--- src/rtl/ts_pkt_pack512.sv ---
// ts_pkt_pack512
// Byte-wide MPEG-TS packer for the clk_ts domain. Hunts for a 0x47 start of
// packet, assembles 188 bytes, prepends a 4-byte header (tag, channel, packet
// count) and writes the 192-byte record as three 512-bit RAM words. Aborted,
// sync-invalid or back-pressured packets never reach the RAM.
module ts_pkt_pack512 #(
  parameter logic [7:0] CHAN_ID = 8'h00,
  parameter logic [7:0] HDR_TAG = 8'hA5
) (
  input  logic         clk_ts,
  input  logic         rst_ts_n,
  input  logic [7:0]   ts_din,
  input  logic         ts_din_vld,
  input  logic         ts_din_sop,
  input  logic         ts_ram_afull,
  output logic         ts_ram_wr,
  output logic [511:0] ts_ram_wdata,
  output logic [15:0]  pkt_cnt,
  output logic [15:0]  drop_cnt,
  output logic         sync_err
);

  localparam logic [7:0] SYNC_BYTE = 8'h47;
  localparam logic [7:0] LAST_IDX  = 8'd187;

  typedef enum logic {RX_HUNT, RX_COLLECT} rx_state_t;
  typedef enum logic [1:0] {TX_IDLE, TX_W0, TX_W1, TX_W2} tx_state_t;

  rx_state_t rx_state;
  tx_state_t tx_state;
  logic [7:0]    idx;
  logic [1495:0] asm_sr;
  logic [1535:0] snap;
  logic [1535:0] snap_next;

  logic sop_ok;
  logic sop_bad;
  logic early_sop;
  logic store_byte;
  logic last_byte;
  logic commit_ok;
  logic commit_drop;

  // Byte classification; the assembly register holds TS bytes 0..186 when the
  // 188th byte arrives, so that byte is taken straight from ts_din at commit.
  assign sop_ok      = ts_din_vld && ts_din_sop && (ts_din == SYNC_BYTE);
  assign sop_bad     = ts_din_vld && ts_din_sop && (ts_din != SYNC_BYTE) && (rx_state == RX_HUNT);
  assign early_sop   = ts_din_vld && ts_din_sop && (rx_state == RX_COLLECT);
  assign store_byte  = sop_ok || (ts_din_vld && !ts_din_sop && (rx_state == RX_COLLECT));
  assign last_byte   = ts_din_vld && !ts_din_sop && (rx_state == RX_COLLECT) && (idx == LAST_IDX);
  assign commit_ok   = last_byte && !ts_ram_afull;
  assign commit_drop = last_byte && ts_ram_afull;
  assign snap_next   = {HDR_TAG, CHAN_ID, pkt_cnt, asm_sr, ts_din};

  // Receive FSM: hunt for a sync-valid sop, then count bytes up to the last one
  always_ff @(posedge clk_ts or negedge rst_ts_n) begin
    if (!rst_ts_n) begin
      rx_state <= RX_HUNT;
      idx      <= 8'd0;
    end else if (ts_din_vld) begin
      if (ts_din_sop) begin
        if (ts_din == SYNC_BYTE) begin
          rx_state <= RX_COLLECT;
          idx      <= 8'd1;
        end else begin
          rx_state <= RX_HUNT;
          idx      <= 8'd0;
        end
      end else if (rx_state == RX_COLLECT) begin
        if (idx == LAST_IDX) begin
          rx_state <= RX_HUNT;
          idx      <= 8'd0;
        end else begin
          idx <= idx + 8'd1;
        end
      end
    end
  end

  // Packet data path: shift in accepted bytes, freeze the record on commit
  always_ff @(posedge clk_ts) begin
    if (store_byte) asm_sr <= {asm_sr[1487:0], ts_din};
    if (commit_ok)  snap   <= snap_next;
  end

  // Status: packet counter wraps, drop counter saturates, single error pulse
  always_ff @(posedge clk_ts or negedge rst_ts_n) begin
    if (!rst_ts_n) begin
      pkt_cnt  <= 16'd0;
      drop_cnt <= 16'd0;
      sync_err <= 1'b0;
    end else begin
      sync_err <= sop_bad || early_sop;
      if (commit_ok) pkt_cnt <= pkt_cnt + 16'd1;
      if ((early_sop || commit_drop) && (drop_cnt != 16'hFFFF)) drop_cnt <= drop_cnt + 16'd1;
    end
  end

  // Transmit FSM: three consecutive write cycles starting right after commit
  always_ff @(posedge clk_ts or negedge rst_ts_n) begin
    if (!rst_ts_n) begin
      tx_state  <= TX_IDLE;
      ts_ram_wr <= 1'b0;
    end else begin
      case (tx_state)
        TX_IDLE: begin
          if (commit_ok) begin
            tx_state  <= TX_W0;
            ts_ram_wr <= 1'b1;
          end
        end
        TX_W0: tx_state <= TX_W1;
        TX_W1: tx_state <= TX_W2;
        TX_W2: begin
          tx_state  <= TX_IDLE;
          ts_ram_wr <= 1'b0;
        end
      endcase
    end
  end

  // Word select from the frozen record; zero whenever no write is in progress
  always_comb begin
    ts_ram_wdata = '0;
    case (tx_state)
      TX_W0:   ts_ram_wdata = snap[1535:1024];
      TX_W1:   ts_ram_wdata = snap[1023:512];
      TX_W2:   ts_ram_wdata = snap[511:0];
      default: ts_ram_wdata = '0;
    endcase
  end

endmodule

--- config.mk ---
export PLATFORM = sky130hd
export DESIGN_NAME = ts_pkt_pack512
export DESIGN_NICKNAME = d
export VERILOG_FILES = /design/src/rtl/ts_pkt_pack512.sv
export SDC_FILE = /design/constraint.sdc
export NUM_CORES = 2
export LEC_CHECK = 0
export BUFFER_PORTS_ARGS = -buffer_cell sky130_fd_sc_hd__buf_4
export CORE_ASPECT_RATIO = 1.25
export CORE_MARGIN = 4
export CORE_UTILIZATION = 45
export DETAILED_ROUTE_END_ITERATION = 16
export HOLD_SLACK_MARGIN = 0.08
export PLACE_DENSITY = 0.59
export SETUP_SLACK_MARGIN = 0.4
export SYNTH_ARGS = -nofsm -noshare
export SYNTH_HDL_FRONTEND = slang
export SYNTH_SLANG_ARGS = --single-unit
--- constraint.sdc ---
create_clock -name clk_ts -period 56.6 [get_ports clk_ts]
set_input_delay 5.66 -clock clk_ts [delete_from_list [all_inputs] [get_ports clk_ts]]
set_output_delay 5.66 -clock clk_ts [all_outputs]
set_load 0.01 [all_outputs]
==> impl_metrics.toml <==
[place]
dp_cells = 7800
pre_cts_slack_ns = 45.09
post_dp_cell_area_um2 = 108300
gp_congestion = 0.7771
dp_hpwl_um = 143000
numPortBuffers = 558

[clock_tree]
ctsHtreeMaxLevel = 5
insertion_delay_ns = 0.84
cts_buffers = 298
clkTransAtPathRegs_ns = 0.06
hold_buffers = 0
cts_resized = 0
cts_setup_buffers = 0
clock_sinks = 3061
cts_buffer_depth = 4
cts_tree = "yes"
cts_root_buffer = "clkbuf_16"

[setup_path]
worstPathCellList = "inv_1 -> ha_4 -> buf_4 -> buf_4 -> buf_4 -> a222oi_1 -> nor2_1 -> buf_4"
crit_top_cell = "buf_4"
slowest_stage = "buf_4"
path_max_fanout = 71
required_ns = 50.94
critPathCaptureType = "primary output"
arrival_ns = 5.84
crit_path_start_kind = "flop"
worstSetupPathType = "flop to primary output"
cpPeakStageDelay_ns = 0.91

[floorplan]
core_um2 = 221900
fp.dieH_um = 536.9
start_util_pct = 45.37
dieWidth_um = 431.1
ios = 559
std_cell_rows = 193
die_area_um2 = 231400

[finish]
fin_cells = 8333
nFillCells = 16950
design_area_um2 = 117800
drive_gt1_share_pct = 19.38
finalNetCount = 5196
area_growth_pct = 16.96

[power]
switching_share_pct = 18.73
p_leak_nw = 36.94
pwr-share-clk_pct = 44.0
p_sw_mw = 0.8228
pwr-share-comb_pct = 0.1
power_frac_seq_pct = 55.9
power_density_nw_per_um2 = 37.30
intPower_mw = 3.570
ir_drop_mv = 0.02646

[sta]
finalSetupViolCount = 0
relSlewSlack_pct = 17.67
finClkSkew_ns = 0.05233
slew_violations = 0
min_period_ns = 11.50
rsz0062_at_grt = "false"
finalSetupTns_ns = 0
finalCritPeriodShare_pct = 20.32
tightest_slew_ns = 1.235
hold_violations = 0
fmax_mhz = 86.94
setup_ws_ns = 45.10

[synth]
ys_types = 43
seq_area_frac_synth_pct = 91.06
synth_ff_type = "edfxtp_1"
ys_seq_elements = 3061
synthSimpleGateAreaFrac_pct = 2.409
synthXorXnorAreaFrac_pct = 0.2522
synth_compound_area_share_pct = 5.240
async_flop_share_pct = 1.470
synth_top_family_by_area = "compound AO/OA/AOI/OAI gates"
synthMuxAreaShare_pct = 0.01491
syn-cell-area_um2 = 100700
yosys_warnings = 0
netlist_instances = 4482
syn_area_per_cell_um2 = 22.47
synth_nets = 4503
synth_edf_count = 3016
yosys.area_share.adder_pct = 0.09941

[grt]
grt_max_degree = 184
grt_antenna_before_repair = 4
gr-total-overflow = 0
first_global_vias = 46500
grt_util_all_layers_pct = 19.26
grt_pass1_wl_um = 326800

[status]
status = "complete, no violations"

[drt]
ant_nets = 0
via_per_inst = 5.564
drc = 0
num_vias = 46370
drt-pass1-iter-count = 13
drt_wl_total_um = 228800
wire_per_inst_um = 27.46
drt_iter0_markers = 6639

[flow_run]
maxCapViolCount = 0

[hold_path]
min_path_type = "flop to flop"
## metrics by stage
step / hold WS (ns) / total power [mW] / util (%)
2_1_floorplan: 0.4003 / 2.509 / -
3_3_place_gp: 0.4055 / 2.509 / 48.79
3_5_place_dp: 0.4045 / 2.509 / 48.79
4_1_cts: 0.4025 / 4.434 / 53.06
5_1_grt: 0.4229 / 4.527 / 53.06
6_report: 0.4050 / 4.393 / 53.07
## cell usage after synthesis (2+ instances only)
cell	n	area [um2]
nand2b_1	2	12.51
buf_1	14	52.55
and2_1	4	25.02
nand4_1	12	75.07
a22oi_1	17	127.6
o21ai_0	15	75.07
xnor2_1	23	201.4
nor2b_1	4	25.02
nor2_1	519	1948
nand2_1	16	60.06
nor3_2	2	20.02
clkbuf_1	204	765.7
o31ai_1	4	30.03
and3_1	9	56.30
a222oi_1	496	4965
edfxtp_1	3016	90570
inv_1	7	26.28
a21oi_1	7	35.03
dfrtp_1	45	1126
xor2_1	6	52.55
buf_2	12	60.06
nand3_1	18	90.09
ha_1	8	100.1
nor3_1	3	15.01
## worst max-delay path: cells and delay by family, from the launching register on
kind	cells	cell delay (ns)
buffers and inverters	5	2.94
adders and majority gates	1	0.73
DFF	1	0.51
and+or+nand+nor	1	0.46
AOI/OAI and AO/OA	1	0.20
## kinds of logic (layout without fill, tap and decap cells)
group | after synthesis | in the layout
buffers and inverters | 240 | 1161
and+or+nand+nor | 598 | 598
AOI/OAI and AO/OA | 545 | 545
other | 0 | 5
DFF | 3061 | 3061
muxes | 1 | 1
xor gates and xnor gates | 29 | 29
adders and majority gates | 8 | 8
## metal layers
| metal | part of all wire (%) | vias to the layer above | GRT usage (%) |
|---|---|---|---|
| met5 | 0 | - | 0 |
| met4 | 1.9 | 0 | 4.181 |
| met3 | 9.2 | 273 | 5.412 |
| met2 | 49 | 1923 | 31.70 |
| met1 | 39 | 24060 | 25.87 |
| li1 | - | 20110 | - |
## placed cells by master (no fill, tap or decap), types with 3 or more instances in the layout
cell type and instances:
edfxtp_1 3016, buf_4 620, nor2_1 519, a222oi_1 496, clkbuf_16 309, clkinv_1 66
clkbuf_1 53, clkinv_2 47, dfrtp_1 45, bufinv_16 24, xnor2_1 23, nand3_1 18
a22oi_1 17, nand2_1 16, o21ai_0 15, nand4_1 12, and3_1 9, clkinvlp_4 8
a21oi_1 7, inv_1 7, xor2_1 6, inv_6 6, diode_2 5, inv_8 5
buf_12 5, nor2b_1 4, o31ai_1 4, ha_1 4, ha_4 4, and2_1 3
nor3_1 3, clkinv_4 3
## final cells by class
| class | count | area [um2] | area share [%] |
|---|---|---|---|
| diodes | 5 | 12.51 | 0.01062 |
| clock inverters | 164 | 1520 | 1.291 |
| flip-flops and latches | 3061 | 91690 | 77.86 |
| clock buffers | 364 | 7959 | 6.758 |
| inverters | 8 | 37.54 | 0.03187 |
| multi-input cells | 1181 | 8129 | 6.903 |
| well taps | 2925 | 3660 | 3.108 |
| repair buffers | 625 | 4755 | 4.037 |
## power by group through the flow
stage | registers, mW | logic [mW] | clock network, mW
6_report | 2.46 | 0.00472 | 1.93
5_1_grt | 2.45 | 0.00529 | 2.07
4_1_cts | 2.46 | 0.00486 | 1.97
3_5_place_dp | 2.50 | 0.00488 | 0
3_3_place_gp | 2.50 | 0.00477 | 0
2_1_floorplan | 2.51 | 0.00177 | 0
## flip-flops by register name, summed over array words and instances, names as in the netlist
name	count
drop_cnt	16
ts_ram_wr	1
sync_err	1
rx_state	1
asm_sr	1496
snap	1520
idx	8
pkt_cnt	16
tx_state	2
## path summary, 6_finish.rpt
path | cells after the start | slack, ns | start | to
worst max-delay path | 8 | 45.10 | tx_state[1]$_DFFE_PN0P_ | ts_ram_wdata[262]
worst min-delay path | 0 | 0.40 | asm_sr[774]$_DFFE_PP_ | snap[782]$_DFFE_PP_
worst max register to register | 8 | 51.37 | idx[0]$_DFFE_PN0P_ | snap[529]$_DFFE_PP_
worst min register to register | 0 | 0.40 | asm_sr[774]$_DFFE_PP_ | snap[782]$_DFFE_PP_
max in group asynchronous | 1 | 51.11 | rst_ts_n | pkt_cnt[4]$_DFFE_PN0P_
min in group asynchronous | 1 | 4.88 | rst_ts_n | sync_err$_DFF_PN0_
Note: power is estimated with default switching activity, not from simulation.
